===== src/rtl/fifo_async_gtob_sync.sv =====
// Read-side receiver for an asynchronous FIFO write pointer.
// Brings the foreign-domain Gray write pointer into the local clock domain
// through a plain flop chain and converts it back to binary. It then derives
// empty/level against the local binary read pointer. Two sticky flags record
// Gray coding violations and fill levels beyond the FIFO depth.
module fifo_async_gtob_sync #(
    parameter int WIDTH       = 4,
    parameter int SYNC_STAGES = 2
) (
    input  logic             clk,
    input  logic             rst,
    input  logic [WIDTH-1:0] wptr_gray_async,
    input  logic [WIDTH-1:0] rptr_bin,
    input  logic             err_clr,
    output logic [WIDTH-1:0] wptr_bin,
    output logic             empty,
    output logic [WIDTH-1:0] level,
    output logic             gray_err,
    output logic             ovf_err
);

    // FIFO depth is half the pointer space; the top bit is the wrap bit.
    localparam logic [WIDTH-1:0] DEPTH = {1'b1, {(WIDTH-1){1'b0}}};
    localparam logic [WIDTH-1:0] ONE   = WIDTH'(1);

    // Index 0 is the first flop to see the asynchronous input and
    // index SYNC_STAGES-1 is the synchronized output.
    logic [SYNC_STAGES-1:0][WIDTH-1:0] sync_q;
    logic [WIDTH-1:0]                  sync_out;
    logic [WIDTH-1:0]                  gray_prev_q;
    logic [WIDTH-1:0]                  wptr_bin_q;
    logic [WIDTH-1:0]                  wptr_bin_d;
    logic [WIDTH-1:0]                  gray_diff;
    logic [WIDTH-1:0]                  level_raw;
    logic                              gray_bad;
    logic                              ovf_bad;
    logic                              gray_err_q;
    logic                              gray_err_d;
    logic                              ovf_err_q;
    logic                              ovf_err_d;

    assign sync_out = sync_q[SYNC_STAGES-1];

    // Gray to binary: each binary bit is the XOR of all Gray bits at or above it.
    // This is written as a reduction per bit so that no bit depends on another.
    genvar gi;
    generate
        for (gi = 0; gi < WIDTH; gi++) begin : g_gtob
            assign wptr_bin_d[gi] = ^sync_out[WIDTH-1:gi];
        end
    endgenerate

    // More than one differing bit: clearing the lowest set bit leaves something.
    assign gray_diff = sync_out ^ gray_prev_q;
    assign gray_bad  = (gray_diff & (gray_diff - ONE)) != '0;

    // Modulo subtraction handles pointer wrap without a special case.
    assign level_raw = wptr_bin_q - rptr_bin;
    assign ovf_bad   = level_raw > DEPTH;

    // Set has priority over clear so that a persisting fault is never lost.
    assign gray_err_d = gray_bad | (gray_err_q & ~err_clr);
    assign ovf_err_d  = ovf_bad  | (ovf_err_q  & ~err_clr);

    // Synchronizer chain. No logic is allowed between the stages.
    always_ff @(posedge clk or posedge rst) begin
        if (rst) begin
            sync_q <= '0;
        end else begin
            sync_q <= {sync_q[SYNC_STAGES-2:0], wptr_gray_async};
        end
    end

    // Previous-value register and registered binary write pointer.
    always_ff @(posedge clk or posedge rst) begin
        if (rst) begin
            gray_prev_q <= '0;
            wptr_bin_q  <= '0;
        end else begin
            gray_prev_q <= sync_out;
            wptr_bin_q  <= wptr_bin_d;
        end
    end

    // Sticky integrity flags.
    always_ff @(posedge clk or posedge rst) begin
        if (rst) begin
            gray_err_q <= 1'b0;
            ovf_err_q  <= 1'b0;
        end else begin
            gray_err_q <= gray_err_d;
            ovf_err_q  <= ovf_err_d;
        end
    end

    // While reset is held, report an empty FIFO whatever the read pointer says.
    assign wptr_bin = wptr_bin_q;
    assign empty    = rst ? 1'b1 : (wptr_bin_q == rptr_bin);
    assign level    = rst ? '0   : level_raw;
    assign gray_err = gray_err_q;
    assign ovf_err  = ovf_err_q;

endmodule


===== config.mk =====
export PLATFORM = sky130hd
export DESIGN_NAME = fifo_async_gtob_sync
export DESIGN_NICKNAME = d
export VERILOG_FILES = /design/src/rtl/fifo_async_gtob_sync.sv
export SDC_FILE = /design/constraint.sdc
export NUM_CORES = 1
export LEC_CHECK = 0
export BUFFER_PORTS_ARGS = -buffer_cell sky130_fd_sc_hd__buf_4
export CAP_MARGIN = 20
export CORE_MARGIN = 2
export CORE_UTILIZATION = 45
export CTS_BUF_LIST = sky130_fd_sc_hd__clkbuf_8
export CTS_CLUSTER_SIZE = 10
export DETAILED_ROUTE_END_ITERATION = 7
export MAX_ROUTING_LAYER = met4
export PLACE_DENSITY_LB_ADDON = 0.25
export SLEW_MARGIN = 20
export SYNTH_ARGS = -nofsm -noshare
export SYNTH_HDL_FRONTEND = slang
export SYNTH_SLANG_ARGS = --single-unit
export TNS_END_PERCENT = 20

===== constraint.sdc =====
create_clock -name clk -period 1.5 [get_ports clk]
set_input_delay 0.3 -clock clk [delete_from_list [all_inputs] [get_ports clk]]
set_output_delay 0.3 -clock clk [all_outputs]
set_load 0.005 [all_outputs]

==> results of run 1 <==
-- through the flow --
stage           TNS [ns]  utilization, %  area, sq um
2_1_floorplan  -0.001125               -        685.7
3_3_place_gp     -0.4193           60.41        878.3
3_5_place_dp     -0.5527           60.41        878.3
4_1_cts           -1.145           65.83        957.2
5_1_grt           -1.457           66.35        964.7
6_report          -1.089           66.35        964.7
-- path summary, 6_finish.rpt --
kind / start / to / slack, ns / depth (start not counted)
worst max-delay path: wptr_bin[0] / level[1] / -0.32 / 5
worst min register to register: sync_q[1] / sync_out[1] / 0.35 / 0
max in group asynchronous: rst / gray_prev_q[0] / 1.19 / 3
worst max register to register: wptr_bin[0] / ovf_err / -0.06 / 6
worst min-delay path: rst / ovf_err / 0.12 / 3
min in group clk: wptr_gray_async[0] / sync_q[0] / 0.16 / 1
-- cell type report --
type / count / area (sq um)
Clock buffer: 3 / 41.29
Clock inverter: 1 / 3.754
Fill cell: 112 / 489.2
Inverter: 7 / 26.28
Multi-Input combinational cell: 28 / 267.8
Sequential cell: 17 / 425.4
Tap cell: 16 / 20.02
Timing Repair Buffer: 24 / 180.2
-- worst reg2reg max path: stages, from the launching register on --
cell	delay, ns
dfrtp_1	0.34
inv_1	0.05
ha_2	0.19
fa_2	0.33
xor2_1	0.16
and3_1	0.19
o32ai_1	0.21
-- what timing repair did --
item,in CTS,in global routing
resized for setup,5,2
pin swaps,3,0
cloned,0,0
hold buffers,0,0
setup endpoints to repair,5,6
-- cell families after synthesis --
| family | count (synthesis) | share of synthesized area (%) |
|---|---|---|
| AND/OR/NAND/NOR | 9 | 6.616 |
| adder cells (fa/ha/maj) | 4 | 8.457 |
| AO/OA/AOI/OAI | 6 | 5.883 |
| flip-flops | 17 | 62.50 |
| buffers and inverters | 8 | 4.964 |
| XOR/XNOR | 9 | 11.58 |
-- where the power goes --
part	switching, mW	internal (mW)	total [mW]
sequential	0.0260	0.499	0.525
combinational	0.120	0.162	0.282
clock	0.134	0.181	0.315
total	0.279	0.842	1.12
-- per-layer routing --
layer,wire (um),vias up,GRT usage (%)
met5,0,-,-
met4,21,0,11.25
met3,90,2,4.255
met2,668,18,28.48
met1,414,227,14.66
li1,-,226,-
-- flip-flops by register name, indices dropped and copies added (netlist names) --
signal / count
sync_q: 4
ovf_err: 1
wptr_bin: 3
sync_out: 4
gray_err: 1
gray_prev_q: 4
-- synth_stat cells --
cell type and instances:
a21oi_1 2, a222oi_1 1, and3_1 2, buf_4 1, dfrtp_1 17, fa_1 1
ha_1 3, inv_1 7, nand2_1 1, nand3_1 1, nand3b_1 1, nor2_1 3
nor3_1 1, o21ai_0 1, o22ai_1 1, o32ai_1 1, xor2_1 9
-- placed cells by master (no fill, tap or decap) --
cell,n
a222oi_1,1
nand3_1,1
dfrtp_1,17
nor2_2,1
a21oi_2,1
o22ai_1,1
nor3_2,1
xor2_1,9
and3_1,1
nor2_1,2
ha_4,2
o32ai_1,1
fa_2,1
nand2_1,1
buf_4,24
nand3b_1,1
clkbuf_8,3
o21ai_1,1
inv_1,8
and3_4,1
ha_2,1
a21oi_1,1
==> reports/metrics.csv, run 1 <==
stage,metric,value,unit
run_status,outcome,"complete, but fails checks",
run_status,violations,negative setup slack,
place,dp_hpwl,925.4,um
routing,detail_route.iter0.violations,4,
worst_setup_path,crit_fanout,2,
worst_setup_path,critical_path_class,flop to output pin,
pwr,p_leak,0.4758,nW
timing,hold_viol,0,
cells_and_area,drive_gt1_share,43.75,%
routing,routed_via_density,4.927,
floorplanning,die_w,42.89,um
worst_setup_path,arrival,1.52,ns
clock_network,cts_buffer_depth,2,
logic_synthesis,synth_top_area_share,62.50,%
worst_setup_path,path_cells,inv_1 -> ha_2 -> fa_2 -> nor2_1 -> buf_4,
logic_synthesis,ys_seq_elements,17,
floorplanning,top_level_ports,22,
place,post-place-ws,-0.2278,ns
clock_network,post-cts-setup-buffers,0,
worst_setup_path,end_kind,output pin,
job,maxCapViolCount,0,
logic_synthesis,yosysTopAreaCell,dfrtp_1,
logic_synthesis,avgSynthCellArea,12.84,sq um
worst_setup_path,critical_path.max_stage_delay,0.54,ns
timing,relSlewSlack,82.95,%
routing,wirelength,1195,um
logic_synthesis,syn_area,680.7,sq um
floorplanning,core_area,0.001454,sq mm
clock_network,clk_pin_slew_worst_paths,0.06,ns
grt,grt_usage,16.12,%
clock_network,h-tree-depth,1,
routing,antenna_left,0,
grt,grt_pass1_vias,521,
timing,whs,0.1233,ns
worst_setup_path,crit_slowest_cell,fa_2,
clock_network,cts_root_buf,clkbuf_8,
floorplanning,initial_core_util,46.82,%
timing,finalCritPeriodShare,121.4,%
timing,min_period,1.821,ns
logic_synthesis,netlist_top_cells_area,"dfrtp_1, xor2_1, ha_1",
timing,tightest_slew,0.2557,ns
cells_and_area,instances_no_fill,96,
timing,finalClockSkew,0.002016,ns
floorplanning,die_area,0.001840,sq mm
timing,setup_ws,-0.3205,ns
logic_synthesis,synth_warnings,0,
routing,wl_per_cell,12.45,um
clock_network,cts_tree,built,
routing,drcViolationCount,0,
place,port_buffers,21,
logic_synthesis,syn_inst,53,
clock_network,cts_sinks,17,
timing,setup_violations,5,
grt,grt_pass1_wl,2001,um
worst_setup_path,start_kind,flop,
pwr,power.density,1163,mW/mm^2
logic_synthesis,ys_types,17,
cells_and_area,num-nets-final,96,
timing,rsz0062_at_grt,true,
grt,grt_max_degree,18,
pwr,power,1.122,mW
cells_and_area,diodes,0,
clock_network,numCtsBuffers,3,
routing,first_pass_iters,4,
place,post-place-cells,92,
worst_setup_path,path_delay_family,adder cells,
floorplanning,core.rowCount,14,
timing,slew_viol_final,0,
place,gp_congestion,0.8058,
grt,antenna_found_initial,0,
routing,vias,473,
clock_network,clk_latency,0.24,ns
floorplanning,die_h,42.89,um
cells_and_area,area_delta_synth_final,41.73,%
timing,max_freq,549.3,MHz
worst_setup_path,crit_required,1.20,ns
grt,grt_overflow,0,
worst_hold_path,hold_class,primary input to async pin,
pwr,ir_worst_vdd,0.6647,mV
logic_synthesis,syn_nets,68,
logic_synthesis,ys_seq_area_share,62.50,%
worst_setup_path,crit_buf_inv,2,
No activity file was read; power rests on OpenSTA's default activity.
==> run 2, diff against run 1 <==
==> constraint.sdc (replaced) <==
create_clock -name clk -period 1.5 [get_ports clk]
set_input_delay 0.15 -clock clk [delete_from_list [all_inputs] [get_ports clk]]
set_output_delay 0.15 -clock clk [all_outputs]
set_load 0.005 [all_outputs]
==> reports/metrics.csv, run 2 (same netlist as run 1, synthesis figures left out) <==
stage,metric,value,unit
routing,routed_via_density,4.848,
routing,drcViolationCount,0,
cells_and_area,final_area,984.7,sq um
clock_network,h-tree-depth,1,
worst_setup_path,crit_slowest_cell,fa_2,
worst_setup_path,path_delay_family,adder cells,
clock_network,cts_root_buf,clkbuf_8,
timing,relSlewSlack,83.03,%
grt,grt_usage,15.18,%
cells_and_area,nFillCells,110,
routing,wl_per_cell,11.42,um
cells_and_area,mostFrequentLayoutCells,"buf_4, dfrtp_1, xor2_1",
place,dp_hpwl,858.4,um
timing,slew_viol_final,0,
grt,grt_pass1_wl,1911,um
pwr,ir_worst_vdd,0.7689,mV
run_status,outcome,"complete, but fails checks",
grt,grt_max_degree,18,
job,maxCapViolCount,0,
floorplanning,die_w,42.89,um
cells_and_area,drive_gt1_share,40.96,%
grt,grt_overflow,0,
grt,grt_pass1_vias,470,
clock_network,cts_buffer_depth,2,
pwr,power,1.116,mW
place,post-place-cells,91,
place,placed_area,870.8,sq um
worst_setup_path,path_cells,inv_1 -> ha_2 -> fa_2 -> nor2_2 -> buf_4,
floorplanning,top_level_ports,22,
routing,detail_route.iter0.violations,6,
worst_setup_path,crit_required,1.35,ns
worst_setup_path,arrival,1.52,ns
cells_and_area,area_delta_synth_final,44.67,%
timing,max_freq,599.5,MHz
worst_hold_path,hold_class,primary input to flop,
floorplanning,core_area,0.001454,sq mm
timing,hold_viol,0,
timing,setup_ws,-0.1680,ns
place,port_buffers,21,
floorplanning,initial_core_util,46.82,%
routing,vias,480,
run_status,violations,negative setup slack,
worst_setup_path,critical_path_class,flop to output pin,
floorplanning,die_h,42.89,um
timing,whs,0.01819,ns
clock_network,clk_latency,0.24,ns
worst_setup_path,critical_path.max_stage_delay,0.45,ns
cells_and_area,utilization,67.73,%
cells_and_area,instances_no_fill,99,
cells_and_area,multi_input_area,257.7,sq um
worst_setup_path,end_kind,output pin,
timing,tightest_slew,0.2546,ns
clock_network,cts_sinks,17,
cells_and_area,diodes,0,
timing,rsz0062_at_grt,true,
pwr,p_leak,0.4906,nW
worst_setup_path,start_kind,flop,
place,gp_congestion,0.8507,
timing,finalClockSkew,0.002032,ns
timing,min_period,1.668,ns
clock_network,cts_tree,built,
floorplanning,die_area,0.001840,sq mm
clock_network,numCtsBuffers,3,
floorplanning,core.rowCount,14,
cells_and_area,final_common_cell,buf_4,
routing,first_pass_iters,4,
worst_setup_path,crit_fanout,2,
timing,setup_violations,5,
cells_and_area,num-nets-final,99,
worst_setup_path,crit_buf_inv,2,
routing,wirelength,1131,um
timing,finalCritPeriodShare,111.2,%
cells_and_area,register_area,425.4,sq um
pwr,power.density,1134,mW/mm^2
routing,antenna_left,0,
clock_network,clk_pin_slew_worst_paths,0.06,ns
grt,antenna_found_initial,0,
[run 2: worst reg2reg max path: stages, from the launching register on]
cell     delay, ns
dfrtp_1       0.34
inv_1         0.04
ha_2          0.17
fa_2          0.33
xor2_1        0.16
and3_1        0.19
o32ai_2       0.19
[run 2: power breakdown]
part / switching [mW] / internal [mW]
registers: 0.0251 / 0.500
logic: 0.123 / 0.165
clock network: 0.124 / 0.180
total: 0.272 / 0.845
[run 2: worst paths after layout]
check | start | end | slack [ns] | cells past startpoint
hold reg to reg | sync_q[1] | sync_out[1] | 0.35 | 0
setup / recovery | wptr_bin[0] | level[1] | -0.17 | 5
hold / removal | wptr_gray_async[3] | sync_q[3] | 0.02 | 1
min in group asynchronous | rst | sync_out[1] | 0.54 | 4
max in group asynchronous | rst | sync_out[3] | 0.78 | 4
setup reg to reg | wptr_bin[0] | ovf_err | -0.01 | 6
[run 2: final cells by class]
type | instances | share of cell area (%)
flip-flops and latches | 17 | 43.20
multi-input cells | 28 | 26.18
repair buffers | 27 | 21.35
clock buffers | 3 | 4.193
inverters | 7 | 2.668
well taps | 16 | 2.033
clock inverters | 1 | 0.3812
[run 2: layer usage]
layer  GRT usage, %  wire [um]  vias to the layer above
met5              -          0                        -
met3          4.255         77                        2
met1          14.61        408                      221
met2          28.18        633                       18
li1               -          -                      239
met4          5.625         10                        0
[run 2: through the flow]
stage	setup TNS [ns]	setup slack, ns
after CTS	-0.5261	-0.1439
final	-0.5061	-0.1680
after global routing	-0.9441	-0.2793
after global placement	-0.01694	-0.01694
after detailed placement	-0.06183	-0.06183
after floorplan	-0.001125	-0.001125
[run 2: repair_timing]
item / CTS / global route
endpoints found under the setup margin: 5 / 5
setup buffers: 1 / 0
pin swaps: 3 / 0
gates cloned: 0 / 0
endpoints found under the hold margin: 17 / 2
hold buffers: 1 / 2
gates resized for setup: 3 / 3
==> run 3, diff against run 2 <==
--- a/config.mk
+++ b/config.mk
@@ -5,15 +5,17 @@
 export SDC_FILE = /design/constraint.sdc
 export NUM_CORES = 1
 export LEC_CHECK = 0
+export ABC_AREA = 1
 export BUFFER_PORTS_ARGS = -buffer_cell sky130_fd_sc_hd__buf_4
 export CAP_MARGIN = 20
 export CORE_MARGIN = 2
-export CORE_UTILIZATION = 45
+export CORE_UTILIZATION = 47
 export CTS_BUF_LIST = sky130_fd_sc_hd__clkbuf_8
 export CTS_CLUSTER_SIZE = 10
 export DETAILED_ROUTE_END_ITERATION = 7
 export MAX_ROUTING_LAYER = met4
 export PLACE_DENSITY_LB_ADDON = 0.25
+export SKIP_CTS_REPAIR_TIMING = 1
 export SLEW_MARGIN = 20
 export SYNTH_ARGS = -nofsm -noshare
 export SYNTH_HDL_FRONTEND = slang
==> reports/metrics.csv, run 3 <==
stage,metric,value,unit
run_status,outcome,"complete, but fails checks",
run_status,violations,negative setup slack,
floorplanning,die_area,0.001974,sq mm
floorplanning,initial_core_util,50.41,%
worst_hold_path,min_from,wptr_gray_async[1],
logic_synthesis,avgSynthCellArea,9.256,sq um
routing,vias,600,
logic_synthesis,synth_xor_area_share,7.818,%
cells_and_area,diodes,0,
logic_synthesis,yosys_most_used_dff,dfrtp_1,
timing,finalCritPeriodShare,113.0,%
worst_setup_path,arrival,1.54,ns
timing,min_period,1.695,ns
job,maxCapViolCount,0,
pwr,p_switching,0.3097,mW
timing,hold_viol,0,
logic_synthesis,ys_seq_area_share,55.37,%
cells_and_area,final_area,0.001071,sq mm
worst_hold_path,hold_class,primary input to flop,
routing,detail_route.iter0.violations,11,
routing,antenna_left,0,
timing,finalClockSkew,0.008720,ns
logic_synthesis,synth_top_family_by_area,simple AND/OR/NAND/NOR gates,
logic_synthesis,yosysTopAreaCell,dfrtp_1,
routing,wl_per_cell,9.547,um
timing,tightest_slew,0.2045,ns
worst_setup_path,critical_path_class,flop to output pin,
cells_and_area,area_delta_synth_final,39.41,%
pwr,ir_worst_vdd,0.8592,mV
logic_synthesis,synth_top_area_share,55.37,%
timing,whs,0.01106,ns
timing,max_freq,590.1,MHz
place,dp_hpwl,903.5,um
clock_network,numCtsBuffers,3,
pwr,p_int,0.8426,mW
routing,routed_via_density,4.688,
logic_synthesis,syn_area,768.2,sq um
logic_synthesis,muxShareOfSynthArea,0,%
cells_and_area,utilization,70.28,%
pwr,p_comb_share,25.4,%
floorplanning,core_area,0.001524,sq mm
logic_synthesis,netlist_top_cells_area,"dfrtp_1, nand2_1, inv_1",
clock_network,cts_buffer_depth,2,
cells_and_area,drive_gt1_share,29.46,%
timing,setup_violations,3,
logic_synthesis,syn_nets,98,
grt,grt_max_degree,18,
logic_synthesis,ys_types,13,
worst_setup_path,crit_fanout,2,
timing,relSlewSlack,86.35,%
clock_network,cts_root_buf,clkbuf_8,
place,port_buffers,21,
logic_synthesis,async_flop_share,100.0,%
grt,grt_pass1_vias,528,
floorplanning,top_level_ports,22,
pwr,power_switching_share,26.87,%
routing,first_pass_iters,3,
floorplanning,core.rowCount,14,
timing,setup_ws,-0.1946,ns
logic_synthesis,synth-compound-area-share,1.303,%
pwr,clkPwrFrac,29.0,%
timing,tns,-0.4308,ns
worst_setup_path,start_kind,flop,
worst_setup_path,crit_required,1.35,ns
timing,rsz0062_at_grt,true,
clock_network,clk_latency,0.25,ns
logic_synthesis,synth_edf_count,0,
pwr,p_leak,0.5860,nW
grt,grt_usage,15.10,%
worst_setup_path,end_kind,output pin,
timing,slew_viol_final,0,
cells_and_area,nFillCells,109,
clock_network,clk_pin_slew_worst_paths,0.06,ns
place,gp_congestion,0.8655,
clock_network,cts_sinks,17,
logic_synthesis,yosysMostFrequentCell,nand2_1,
logic_synthesis,synth_warnings,0,
grt,grt_overflow,0,
worst_setup_path,critPathLaunch,wptr_bin[0],
logic_synthesis,synthTopCellsByCount,"nand2_1, inv_1, dfrtp_1",
logic_synthesis,synth-simple-area-share,18.24,%
cells_and_area,mostFrequentLayoutCells,"buf_4, nand2_1, inv_1, dfrtp_1",
pwr,seqPwrFrac,45.6,%
cells_and_area,num-nets-final,128,
clock_network,h-tree-depth,1,
pwr,power.density,1076,mW/mm^2
cells_and_area,register_area,425.4,sq um
grt,grt_pass1_wl,1994,um
logic_synthesis,ys_seq_elements,17,
cells_and_area,multi_input_area,306.5,sq um
cells_and_area,final_common_cell,buf_4,
floorplanning,die_w,44.43,um
clock_network,cts_tree,built,
place,placed_area,945.9,sq um
floorplanning,die_h,44.43,um
worst_setup_path,worstReg2RegStart,wptr_bin[0],
routing,drcViolationCount,0,
grt,antenna_found_initial,0,
routing,wirelength,1222,um
logic_synthesis,syn_inst,83,
logic_synthesis,synthAdderAreaFrac,7.492,%
[run 3: kinds of logic after synthesis]
family                     Yosys count
AOI/OAI and AO/OA                    2
buffers and inverters               19
and+or+nand+nor                     35
xor gates and xnor gates             6
DFF                                 17
adders and majority gates            4
[run 3: power by group through the flow]
stage	clock network, mW	registers, mW	logic, mW
floorplan	0	0.531	0.140
detailed placement	0	0.532	0.256
CTS	0.347	0.524	0.257
global placement	0	0.530	0.250
finish	0.335	0.525	0.292
global route	0.364	0.530	0.331
[run 3: worst max-delay path, cell delays in order (launching register included)]
cell     delay (ns)
dfrtp_1        0.36
inv_2          0.05
ha_4           0.15
fa_2           0.34
xor2_2         0.16
nor2_1         0.11
buf_4          0.12
[run 3: area by class of cell]
type | count | area share, %
Timing Repair Buffer | 26 | 19.16
Tap cell | 16 | 1.869
Multi-Input combinational cell | 47 | 28.62
Clock inverter | 1 | 0.4673
Clock buffer | 3 | 3.855
Inverter | 18 | 6.308
Sequential cell | 17 | 39.72
[run 3: through the flow]
step                      power (mW)  worst slack (ns)  instances
final                          1.152           -0.1946        128
after global routing           1.226           -0.2756        128
after CTS                      1.128           -0.2721        124
after detailed placement      0.7882          0.004754        120
after global placement        0.7803           0.03859        120
after floorplan               0.6712           0.08021         83
[run 3: per-layer routing]
metal  share of wire, %  vias up  global-route usage [%]
met5                  0        -                       -
li1                   -      301                       -
met1                 39      275                   16.53
met2                 51       19                   23.82
met4                3.1        0                   9.091
met3                7.0        5                   4.898
[run 3: final timing paths]
kind | to | slack [ns] | depth (start not counted)
min | sync_q[1] | 0.01 | 1
min reg2reg | sync_out[3] | 0.35 | 0
max | level[2] | -0.19 | 6
max in group asynchronous | wptr_bin[0] | 0.81 | 4
min in group asynchronous | ovf_err | 0.50 | 4
max reg2reg | ovf_err | 0.05 | 8
